$ cat src/rtl/aes_seq.sv
// aes_seq: bus-master sequencer that runs a single AES-128 block operation on a
// memory-mapped AES core. It loads the key, writes the config, starts init, polls
// for ready, loads the block, starts next, polls for valid and reads the result.
//
// Ports:
//   clk_i, rst_ni            clock and asynchronous active-low reset
//   start_i                  request one operation (accepted only when idle)
//   key_i, block_i, encdec_i operands captured on the accepting edge
//   busy_o, done_o, err_o    status; done_o is a one-cycle pulse, err_o = timed out
//   result_o                 last successfully read output block
//   bus_*                    single-outstanding request/ack master port
//
// Optional feature: define AES_SEQ_KEY_CACHE_EN to remember the last loaded key.
// A start with the same key then skips the key writes, init and the ready poll.

`ifndef ADDR_CTRL
`define ADDR_CTRL 32'h0000_0020
`endif
`ifndef ADDR_CONFIG
`define ADDR_CONFIG 32'h0000_0028
`endif
`ifndef ADDR_KEY0
`define ADDR_KEY0 32'h0000_0040
`endif
`ifndef ADDR_BLOCK0
`define ADDR_BLOCK0 32'h0000_0080
`endif
`ifndef ADDR_RESULT0
`define ADDR_RESULT0 32'h0000_00c0
`endif

module aes_seq #(
  parameter logic [31:0] STATUS_ADDR  = `ADDR_CTRL + 32'h4,
  parameter int unsigned POLL_TIMEOUT = 1024
) (
  input  logic         clk_i,
  input  logic         rst_ni,
  input  logic         start_i,
  input  logic [127:0] key_i,
  input  logic [127:0] block_i,
  input  logic         encdec_i,
  output logic         busy_o,
  output logic         done_o,
  output logic         err_o,
  output logic [127:0] result_o,
  output logic         bus_req_o,
  output logic         bus_we_o,
  output logic [31:0]  bus_addr_o,
  output logic [31:0]  bus_wdata_o,
  input  logic         bus_ack_i,
  input  logic [31:0]  bus_rdata_i
);

  localparam int unsigned CntW = $clog2(POLL_TIMEOUT + 1);

  typedef enum logic [3:0] {
    StIdle, StWrKey, StWrCfg, StWrInit, StPollRdy,
    StWrBlk, StWrNext, StPollVld, StRdRes, StDone
  } state_e;

  state_e         state_q, state_d;
  logic [1:0]     idx_q, idx_d;
  logic [CntW-1:0] poll_cnt_q, poll_cnt_d;
  logic [127:0]   key_q, key_d, block_q, block_d;
  logic           encdec_q, encdec_d;
  logic [127:0]   res_buf_q, res_buf_d, result_q, result_d;
  logic           err_q, err_d;

  logic           xfer_done, poll_hit, poll_last, cache_hit, skip_key;

  // Word 0 of a 128-bit value is its most significant 32 bits.
  function automatic logic [31:0] word_of(input logic [127:0] v, input logic [1:0] i);
    case (i)
      2'd0:    return v[127:96];
      2'd1:    return v[95:64];
      2'd2:    return v[63:32];
      default: return v[31:0];
    endcase
  endfunction

`ifdef AES_SEQ_KEY_CACHE_EN
  logic [127:0] ckey_q, ckey_d;
  logic         cvld_q, cvld_d, skip_q, skip_d;
  assign cache_hit = cvld_q && (key_i == ckey_q);
  assign skip_key  = skip_q;
`else
  assign cache_hit = 1'b0;
  assign skip_key  = 1'b0;
`endif

  assign xfer_done = bus_req_o & bus_ack_i;
  assign poll_hit  = (state_q == StPollRdy) ? bus_rdata_i[0] : bus_rdata_i[1];
  assign poll_last = (poll_cnt_q == CntW'(POLL_TIMEOUT - 1));

  // State register.
  always_ff @(posedge clk_i or negedge rst_ni) begin
    if (!rst_ni) state_q <= StIdle;
    else         state_q <= state_d;
  end

  // Next-state logic.
  always_comb begin
    state_d = state_q;
    case (state_q)
      StIdle:    if (start_i) state_d = cache_hit ? StWrCfg : StWrKey;
      StWrKey:   if (xfer_done && idx_q == 2'd3) state_d = StWrCfg;
      StWrCfg:   if (xfer_done) state_d = skip_key ? StWrBlk : StWrInit;
      StWrInit:  if (xfer_done) state_d = StPollRdy;
      StPollRdy: if (xfer_done) begin
        if (poll_hit)       state_d = StWrBlk;
        else if (poll_last) state_d = StDone;
      end
      StWrBlk:   if (xfer_done && idx_q == 2'd3) state_d = StWrNext;
      StWrNext:  if (xfer_done) state_d = StPollVld;
      StPollVld: if (xfer_done) begin
        if (poll_hit)       state_d = StRdRes;
        else if (poll_last) state_d = StDone;
      end
      StRdRes:   if (xfer_done && idx_q == 2'd3) state_d = StDone;
      StDone:    state_d = StIdle;
      default:   state_d = StIdle;
    endcase
  end

  // Outputs, decoded from state only so the bus request is stable until acked.
  always_comb begin
    bus_req_o   = 1'b0;
    bus_we_o    = 1'b0;
    bus_addr_o  = 32'h0;
    bus_wdata_o = 32'h0;
    case (state_q)
      StWrKey: begin
        bus_req_o = 1'b1; bus_we_o = 1'b1;
        bus_addr_o  = `ADDR_KEY0 + {28'h0, idx_q, 2'b00};
        bus_wdata_o = word_of(key_q, idx_q);
      end
      StWrCfg: begin
        bus_req_o = 1'b1; bus_we_o = 1'b1;
        bus_addr_o  = `ADDR_CONFIG;
        bus_wdata_o = {30'h0, 1'b0, encdec_q};
      end
      StWrInit: begin
        bus_req_o = 1'b1; bus_we_o = 1'b1;
        bus_addr_o = `ADDR_CTRL; bus_wdata_o = 32'h1;
      end
      StPollRdy, StPollVld: begin
        bus_req_o = 1'b1; bus_addr_o = STATUS_ADDR;
      end
      StWrBlk: begin
        bus_req_o = 1'b1; bus_we_o = 1'b1;
        bus_addr_o  = `ADDR_BLOCK0 + {28'h0, idx_q, 2'b00};
        bus_wdata_o = word_of(block_q, idx_q);
      end
      StWrNext: begin
        bus_req_o = 1'b1; bus_we_o = 1'b1;
        bus_addr_o = `ADDR_CTRL; bus_wdata_o = 32'h2;
      end
      StRdRes: begin
        bus_req_o = 1'b1;
        bus_addr_o = `ADDR_RESULT0 + {28'h0, idx_q, 2'b00};
      end
      default: ;
    endcase
  end

  assign busy_o   = (state_q != StIdle);
  assign done_o   = (state_q == StDone);
  assign err_o    = err_q;
  assign result_o = result_q;

  // Datapath next-state.
  always_comb begin
    idx_d      = idx_q;
    poll_cnt_d = poll_cnt_q;
    key_d      = key_q;
    block_d    = block_q;
    encdec_d   = encdec_q;
    res_buf_d  = res_buf_q;
    result_d   = result_q;
    err_d      = err_q;
`ifdef AES_SEQ_KEY_CACHE_EN
    ckey_d = ckey_q;
    cvld_d = cvld_q;
    skip_d = skip_q;
`endif
    case (state_q)
      StIdle: begin
        idx_d      = 2'd0;
        poll_cnt_d = '0;
        if (start_i) begin
          key_d    = key_i;
          block_d  = block_i;
          encdec_d = encdec_i;
          err_d    = 1'b0;
`ifdef AES_SEQ_KEY_CACHE_EN
          skip_d   = cache_hit;
`endif
        end
      end
      StWrKey, StWrBlk: if (xfer_done) idx_d = idx_q + 2'd1;
      StRdRes: if (xfer_done) begin
        idx_d = idx_q + 2'd1;
        case (idx_q)
          2'd0:    res_buf_d[127:96] = bus_rdata_i;
          2'd1:    res_buf_d[95:64]  = bus_rdata_i;
          2'd2:    res_buf_d[63:32]  = bus_rdata_i;
          default: res_buf_d[31:0]   = bus_rdata_i;
        endcase
      end
      StPollRdy, StPollVld: if (xfer_done) begin
        if (poll_hit) begin
          poll_cnt_d = '0;
        end else if (poll_last) begin
          poll_cnt_d = '0;
          err_d      = 1'b1;
`ifdef AES_SEQ_KEY_CACHE_EN
          cvld_d     = 1'b0;
`endif
        end else begin
          poll_cnt_d = poll_cnt_q + 1'b1;
        end
      end
      StDone: begin
        // err_q was set on the edge into StDone when the operation timed out.
        if (!err_q) begin
          result_d = res_buf_q;
`ifdef AES_SEQ_KEY_CACHE_EN
          if (!skip_q) begin
            ckey_d = key_q;
            cvld_d = 1'b1;
          end
`endif
        end
      end
      default: ;
    endcase
  end

  always_ff @(posedge clk_i or negedge rst_ni) begin
    if (!rst_ni) begin
      idx_q      <= 2'd0;
      poll_cnt_q <= '0;
      key_q      <= '0;
      block_q    <= '0;
      encdec_q   <= 1'b0;
      res_buf_q  <= '0;
      result_q   <= '0;
      err_q      <= 1'b0;
`ifdef AES_SEQ_KEY_CACHE_EN
      ckey_q     <= '0;
      cvld_q     <= 1'b0;
      skip_q     <= 1'b0;
`endif
    end else begin
      idx_q      <= idx_d;
      poll_cnt_q <= poll_cnt_d;
      key_q      <= key_d;
      block_q    <= block_d;
      encdec_q   <= encdec_d;
      res_buf_q  <= res_buf_d;
      result_q   <= result_d;
      err_q      <= err_d;
`ifdef AES_SEQ_KEY_CACHE_EN
      ckey_q     <= ckey_d;
      cvld_q     <= cvld_d;
      skip_q     <= skip_d;
`endif
    end
  end

endmodule

$ cat config.mk
export PLATFORM = sky130hd
export DESIGN_NAME = aes_seq
export DESIGN_NICKNAME = d
export VERILOG_FILES = /design/src/rtl/aes_seq.sv
export SDC_FILE = /design/constraint.sdc
export NUM_CORES = 1
export LEC_CHECK = 0
export BUFFER_PORTS_ARGS = -buffer_cell sky130_fd_sc_hd__buf_4
export CAP_MARGIN = 20
export CORE_MARGIN = 4
export CORE_UTILIZATION = 50
export CTS_CLUSTER_DIAMETER = 60
export DETAILED_ROUTE_END_ITERATION = 16
export PLACE_DENSITY = 0.71
export SETUP_SLACK_MARGIN = 0.4
export SYNTH_ARGS = -nofsm -noshare
export SYNTH_HDL_FRONTEND = slang
export SYNTH_SLANG_ARGS = --single-unit
$ cat constraint.sdc
create_clock -name clk_i -period 2.6 [get_ports clk_i]
set_clock_uncertainty 0.05 [all_clocks]
set_input_delay 0.13 -clock clk_i [delete_from_list [all_inputs] [get_ports clk_i]]
set_output_delay 0.13 -clock clk_i [all_outputs]
set_load 0.05 [all_outputs]
==> results of run 1 <==
==> kinds of logic (layout without fill, tap and decap cells) <==
| kind of cell | count (synthesis) | after routing | synth area share (%) |
|---|---|---|---|
| DFF | 531 | 531 | 59.2 |
| muxes | 517 | 517 | 25.9 |
| AOI/OAI and AO/OA | 218 | 218 | 7.63 |
| buffers and inverters | 144 | 985 | 4.12 |
| and+or+nand+nor | 106 | 108 | 2.72 |
| adders and majority gates | 6 | 6 | 0.334 |
| xor gates and xnor gates | 2 | 2 | 0.0780 |
| other | 1 | 35 | 0.0167 |
==> final cells by class <==
| cell class | instances | area share (%) |
|---|---|---|
| clock inverter | 24 | 1.30 |
| clock buffer | 83 | 5.00 |
| multi-input combinational | 878 | 26.7 |
| inverter | 8 | 0.0989 |
| timing repair buffer | 870 | 24.2 |
| antenna | 8 | 0.0608 |
| sequential | 531 | 40.4 |
| tap | 592 | 2.25 |
==> what timing repair did <==
item | 4_1_cts | 5_1_grt
hold buffers | 292 | 0
hold endpoints to repair | 457 | 0
setup buffers | 24 | 23
gates resized for setup | 95 | 54
setup endpoints to repair | 68 | 111
gates cloned | 7 | 0
pin swaps | 45 | 38
==> metal layers <==
metal / share of wire (%) / wire length [um]
met1: 38 / 29300
met3: 8.1 / 6220
met5: 0.017 / 13
met4: 5.3 / 4070
met2: 48 / 36900
==> cell usage after synthesis, types with 3 or more instances <==
| library cell | instances |
|---|---|
| buf_6 | 22 |
| mux2_1 | 8 |
| a222oi_1 | 64 |
| or2_2 | 4 |
| nand2_4 | 4 |
| buf_4 | 52 |
| buf_1 | 4 |
| nor3_1 | 3 |
| nand2_1 | 45 |
| mux2i_1 | 4 |
| buf_2 | 20 |
| clkbuf_1 | 38 |
| a22oi_1 | 32 |
| dfrtp_1 | 531 |
| o21ai_0 | 13 |
| o31ai_1 | 4 |
| o21a_1 | 30 |
| inv_1 | 8 |
| o22ai_1 | 34 |
| nand3_1 | 7 |
| mux2_2 | 505 |
| ha_1 | 6 |
| nand2b_1 | 3 |
| nor2_1 | 12 |
| a211oi_1 | 3 |
| a21oi_1 | 15 |
| nor2b_1 | 3 |
==> registers in the layout, indices dropped and copies added (netlist names) <==
| name | cells |
|---|---|
| state_q | 4 |
| block_q | 128 |
| key_q | 128 |
| result_o | 128 |
| res_buf_q | 128 |
| idx_q | 2 |
| poll_cnt_q | 11 |
| err_o | 1 |
| encdec_q | 1 |
==> final timing paths <==
| path | from | endpoint | depth (start not counted) |
|---|---|---|---|
| min | rst_ni | result_o[71]$_DFFE_PN0P_ | 2 |
| max reg2reg | state_q[0]$_DFFE_PN0P_ | res_buf_q[69]$_DFFE_PN0P_ | 7 |
| max | idx_q[0]$_DFFE_PN0P_ | bus_wdata_o[27] | 7 |
| max in group asynchronous | rst_ni | result_o[35]$_DFFE_PN0P_ | 4 |
| min reg2reg | res_buf_q[119]$_DFFE_PN0P_ | res_buf_q[119]$_DFFE_PN0P_ | 1 |
| min in group clk_i | key_i[19] | key_q[19]$_DFFE_PN0P_ | 3 |
==> metrics by stage <==
stage	cell area [sq um]	setup TNS [ns]	hold slack (ns)
after global placement	26700	0	0.160
after global routing	32900	-9.29	0.135
final	32900	-7.80	0.0930
after CTS	32500	-5.50	0.114
after detailed placement	26700	0	0.163
after floorplan	22600	0	-0.216
==> power groups by stage <==
stage	sequential, uW	clock (uW)	combinational [uW]
2_1_floorplan	11600	0	7920
3_3_place_gp	12200	0	11300
3_5_place_dp	12200	0	11500
4_1_cts	12100	9010	13300
5_1_grt	12500	9410	14600
6_report	12300	8940	14000
==> worst reg2reg max path, stage by stage (launching register included) <==
cell	delay, ns
dfrtp_2	0.42
buf_6	0.14
buf_6	0.13
or3_4	0.40
nor2_8	0.22
buf_12	0.14
nand2_8	0.23
mux2_4	0.45
==> out/results.tsv, run 1 <==
stage	metric	value	unit
setup_path	crit_chain	ha_4, buf_6, buf_12, a222oi_1, o22ai_2, o21a_1, buf_6	
clocking	htree_num_levels	2	
grt	grtUsageMet1	39.0	%
cells_and_area	final_core_util	74.2	%
grt	grt_busiest_layer	met2	
yosys	synth-async-reset-ratio	100	%
yosys	syn_inst	1525	
cells_and_area	multiInputGateArea	8790	sq um
cells_and_area	final_cell_count_no_fill	2994	
power	intPower	22600	uW
placement	dp.cells	2533	
routing	dr.first_iter.drc_count	1742	
yosys	synth_area_leader_cell	dfrtp_1	
job	cap_violations	0	
setup_path	crit_path_max_incr_delay	0.79	ns
floorplanning	rows	77	
power	powerDensity	1070	nW/um^2
setup_path	rrSetupSlack	0.29	ns
floorplanning	ios	490	
placement	routabilityCongestion	0.956	
setup_path	crit_fanout	14	
clocking	cts_num_sinks	531	
yosys	ys_top_cells_by_area	dfrtp_1, mux2_2, a222oi_1, buf_4, buf_6	
clocking	clkTransAtPathRegs	0.06	ns
timing	rsz0062_at_grt	yes	
timing	hold_violations	0	
yosys	syn_area	22500	sq um
timing	period_minus_slack	3.21	ns
grt	grt_use_met2	50.2	%
yosys	ys_types	66	
cells_and_area	area_growth	46.6	%
power	combinationalPowerShare	39.7	%
clocking	clockBufferDepth	3	
routing	vias	17200	
clocking	worstSkewPairLatency	0.62	ns
setup_path	critPathBufInv	3	
power	p_leak	0.0155	uW
grt	grt_pass1_vias	18200	
worst_hold_path	hold_path.class	primary input to asynchronous set/reset pin	
timing	tightest_slew	0.869	ns
floorplanning	start_util	50.7	%
routing	postRouteAntennaNets	0	
cells_and_area	final_layout_size_suffix_gt1_share	51.8	%
yosys	synth_ff_type	dfrtp_1	
routing	drtPass1Iterations	7	
setup_path	slowest_stage	a222oi_1	
setup_path	worstSetupEndpointType	primary output	
grt	gr-total-overflow	0	
grt	grt_usage	30.8	%
power	seqPwrFrac	34.9	%
power	power_frac_clock	25.4	%
cells_and_area	final_cell_mix	dfrtp_1, buf_4, mux2_2	
timing	worst_slack	-0.608	ns
routing	wirelength	76600	um
yosys	netlist.area_leader.share	59.2	%
timing	finalCritPeriodShare	123	%
grt	grt_pass1_wl	113000	um
timing	fmax	0.312	GHz
setup_path	cp-start-kind	register	
cells_and_area	nets	2645	
cells_and_area	layout_commonest_cell	dfrtp_1	
placement	dp_slack	0.171	ns
timing	slew_violations	0	
yosys	synth_edf_count	0	
timing	finalSetupViolations	32	
grt	antenna_found_initial	9	
run_status	violations	negative setup slack	
timing	slew_headroom	42.1	%
power	p_switching	12600	uW
floorplanning	dieWidth	220	um
routing	viasPerCell	5.73	
floorplanning	core_area	44300	sq um
setup_path	required	2.42	ns
setup_path	crit_family	compound AO/OA/AOI/OAI gates	
yosys	ys_ff_latch	531	
yosys	yosysWarnings	0	
routing	post-route-drc-count	0	
setup_path	cp.arrival	3.03	ns
clocking	cts_tree	yes	
power	vdd_drop_max	0.000959	V
grt	grt_max_degree	85	
clocking	ctsRootBufferMaster	clkbuf_16	
grt	grt_use_met3	7.67	%
cells_and_area	fillCellCount	2666	
placement	hpwl	48600	um
power	swShare	35.8	%
run_status	status	finished with violations	
placement	place.port_buffers	462	
power	p_total	35200	uW
clocking	numCtsBuffers	57	
setup_path	crit_path_frequent_cell	buf_6	
yosys	seq_area_frac_synth	59.2	%
setup_path	critPathKind	register to primary output	
floorplanning	die_h	220	um
cells_and_area	regArea	13300	sq um
routing	wl_per_cell	25.6	um
yosys	syn_avg_cell_area	14.7	sq um
floorplanning	die-area	48400	sq um
No activity file was read; power rests on OpenSTA's default activity.
==> inputs of run 2 (changes only) <==
--- a/config.mk
+++ b/config.mk
@@ -5,13 +5,15 @@
 export SDC_FILE = /design/constraint.sdc
 export NUM_CORES = 1
 export LEC_CHECK = 0
+export ABC_AREA = 1
 export BUFFER_PORTS_ARGS = -buffer_cell sky130_fd_sc_hd__buf_4
 export CAP_MARGIN = 20
 export CORE_MARGIN = 4
-export CORE_UTILIZATION = 50
+export CORE_UTILIZATION = 40
 export CTS_CLUSTER_DIAMETER = 60
 export DETAILED_ROUTE_END_ITERATION = 16
-export PLACE_DENSITY = 0.71
+export GPL_ROUTABILITY_DRIVEN = 1
+export PLACE_DENSITY = 0.59
 export SETUP_SLACK_MARGIN = 0.4
 export SYNTH_ARGS = -nofsm -noshare
 export SYNTH_HDL_FRONTEND = slang
==> run 2 against run 1 <==
  * The run still ends with negative setup slack left
  * Worst setup slack gained 0.59 ns
  * Final area rose by 6.3%
  * Clock-buffer cell count is 7 lower
  * Maximum frequency rose by 23%
  * Hold slack got worse by 0.028 ns
  * First-iteration DRC count decreased by 14%
  * Via count grew 10%
  * Register-to-register slack is essentially flat
  * Synthesized cell count is 34% higher
  * Die area increased by 28%
  * Non-clock buffer count increased by 21
  * Critical path type unchanged
  * Largest cell class unchanged
==> out/results.tsv, run 2 <==
stage	metric	value	unit	change
setup_path	critPathKind	register to primary output		
timing	tightest_slew	0.714	ns	-0.154 ns
run_status	status	finished with violations		
yosys	ys_types	35		-47%
placement	place.port_buffers	462		unchanged
routing	post-route-drc-count	0		unchanged
grt	gr-total-overflow	0		unchanged
routing	wirelength	83500	um	+9.1%
yosys	ys_ff_latch	531		unchanged
yosys	synth_mux_area_share	19.6	%	-6.3 points
setup_path	r2r_cells	8		+1
placement	dp_slack	0.408	ns	+0.237 ns
setup_path	rrSetupSlack	0.30	ns	about the same
yosys	netlist_top_cells_count	dfrtp_1, nand2_1, o21ai_0		
setup_path	crit_path_max_incr_delay	0.43	ns	-0.36 ns
power	p_total	35900	uW	+1.9%
yosys	synth_most_common_cell	dfrtp_1		
yosys	synth_compound_area_share	6.78	%	-0.85 points
yosys	syn_avg_cell_area	11.3	sq um	-23%
placement	routabilityCongestion	0.882		-7.7%
floorplanning	die_h	248	um	+13%
routing	postRouteAntennaNets	0		unchanged
cells_and_area	area_growth	51.3	%	
worst_hold_path	hold_path.class	primary input to asynchronous set/reset pin		
clocking	ctsRootBufferMaster	clkbuf_16		
floorplanning	start_util	40.7	%	-10 points
setup_path	crit_path_frequent_cell	buf_6		
yosys	synth-async-reset-ratio	100	%	unchanged
yosys	yosys.area_share.simple	10.4	%	+7.7 points
power	vdd_drop_max	0.000757	V	-21%
floorplanning	dieWidth	248	um	+13%
clocking	cts_tree	yes		
yosys	synth_ff_type	dfrtp_1		
clocking	worstSkewPairLatency	0.62	ns	about the same
timing	fmax	0.383	GHz	+23%
timing	rsz0062_at_grt	yes		
timing	hold_ws	0.0650	ns	-0.0280 ns
clocking	numCtsBuffers	58		+1.8%
yosys	synth_edf_count	0		unchanged
routing	dr.first_iter.drc_count	1496		-14%
yosys	synthAdderAreaFrac	0.325	%	-0.0098 points
grt	antenna_found_initial	16		+7
clocking	cts_num_sinks	531		unchanged
grt	grt_usage	25.1	%	-5.7 points
timing	hold_violations	0		unchanged
routing	viasPerCell	5.12		-11%
grt	grt_pass1_wl	121000	um	+7.4%
yosys	seq_area_frac_synth	57.4	%	-1.7 points
job	cap_violations	0		unchanged
timing	slew_headroom	52.4	%	+10 points
yosys	netlist.area_leader.share	57.4	%	-1.7 points
run_status	violations	negative setup slack		
timing	worst_slack	-0.0142	ns	+0.594 ns
cells_and_area	nets	3174		+20%
yosys	synth_area_leader_cell	dfrtp_1		
setup_path	r2r_end	block_q[94]$_DFFE_PN0P_		
yosys	synth_top_family_by_area	multiplexers		
setup_path	required	2.42	ns	about the same
setup_path	rr_startpoint	state_q[0]$_DFFE_PN0P_		
yosys	syn_inst	2039		+34%
clocking	htree_num_levels	2		unchanged
clocking	clkTransAtPathRegs	0.06	ns	about the same
floorplanning	core_area	56800	sq um	+28%
routing	drtPass1Iterations	5		-2
clocking	clockBufferDepth	3		unchanged
timing	finalCritPeriodShare	101	%	-23 points
floorplanning	die-area	61700	sq um	+28%
timing	period_minus_slack	2.61	ns	-0.594 ns
power	powerDensity	1030	nW/um^2	-4.2%
cells_and_area	layout_commonest_cell	dfrtp_1		
timing	finalSetupViolations	1		-97%
placement	hpwl	54200	um	+12%
cells_and_area	final_cell_mix	dfrtp_1, buf_4, nand2_1		
yosys	yosysWarnings	0		unchanged
setup_path	worstSetupEndpointType	primary output		
grt	grt_max_degree	87		+2.4%
setup_path	slowest_stage	dfrtp_2		
setup_path	crit_fanout	10		-4
setup_path	cp-start-kind	register		
timing	slew_violations	0		unchanged
grt	grt_pass1_vias	19400		+6.3%
floorplanning	ios	490		unchanged
floorplanning	rows	87		+13%
yosys	syn_area	23100	sq um	+3.0%
yosys	synth-xor-area-share	0.151	%	+0.073 points
yosys	ys_top_cells_by_area	dfrtp_1, mux2_4, mux2_2, nand2_1, o21ai_0		
routing	wl_per_cell	22.6	um	-11%
setup_path	cp.arrival	2.43	ns	-0.60 ns
cells_and_area	final_layout_size_suffix_gt1_share	41.3	%	-10 points
routing	vias	18900		+10%
power	p_leak	0.0171	uW	+9.9%
setup_path	crit_chain	inv_4, nand2_4, nor2_4, clkinvlp_4, buf_12, buf_6, o21ai_1, a21oi_1, a21oi_2, buf_6		
[run 2: worst max-delay path, delay by kind of cell, from the launching register on]
| family | cells | cell delay, ns |
|---|---|---|
| buf+inv | 5 | 0.72 |
| flops | 1 | 0.43 |
| simple gates | 2 | 0.24 |
| compound gates | 3 | 0.41 |
[run 2: final cells by class]
type	count	area (sq um)
fill	4469	21800
sequential	531	13300
multi-input combinational	1288	9510
timing repair buffer	891	8690
clock buffer	76	1630
tap	756	946
clock inverter	30	463
inverter	105	418
antenna	14	35.0
[run 2: worst max path at each step]
stage | from | to | slack, ns | depth (start not counted)
after floorplan | state_q[0]$_DFFE_PN0P_ | bus_addr_o[2] | 0.45 | 5
after global placement | state_q[1]$_DFFE_PN0P_ | bus_wdata_o[19] | 0.45 | 9
after detailed placement | state_q[1]$_DFFE_PN0P_ | bus_wdata_o[7] | 0.41 | 9
after CTS | idx_q[0]$_DFFE_PN0P_ | bus_wdata_o[4] | 0.04 | 10
after global routing | state_q[3]$_DFFE_PN0P_ | bus_wdata_o[28] | -0.08 | 10
final | state_q[1]$_DFFE_PN0P_ | bus_wdata_o[23] | -0.01 | 10
[run 2: cell families (layout without fill, tap and decap cells)]
family / Yosys count / after routing
adder cells (fa/ha/maj): 6 / 6
AND/OR/NAND/NOR: 590 / 590
flip-flops: 531 / 531
buffers and inverters: 246 / 1102
XOR/XNOR: 4 / 4
AO/OA/AOI/OAI: 309 / 309
multiplexers: 352 / 352
other: 1 / 41
[run 2: power by group]
group          leakage (uW)  internal (uW)  switching [uW]
registers           0.00688          10700            1860
logic               0.00916           6870            7510
clock network       0.00101           5350            3610
total                0.0171          22900           13000
[run 2: layer usage]
metal	global-route usage (%)	vias to the layer above	wire length, um
met4	11.7	10	4890
met2	41.6	782	39500
met5	0	-	66
met3	5.73	203	5570
met1	31.4	9389	33500
li1	-	8496	-
[run 2: timing repair]
action,CTS,global route
endpoints found under the hold margin,622,0
gates resized for setup,136,175
hold buffers,293,0
cloned,12,16
pin swaps,27,40
setup endpoints to repair,36,229
setup buffers,31,27
[run 2: metrics by stage]
stage / instance area, sq um / util (%) / TNS (ns) / std cells
floorplan: 23300 / - / 0 / 2065
global placement: 27600 / 48.5 / 0 / 3192
detailed placement: 27600 / 48.5 / 0 / 3192
CTS: 33700 / 59.3 / 0 / 3634
global route: 35000 / 61.6 / -0.602 / 3685
finish: 35000 / 61.6 / -0.0142 / 3691
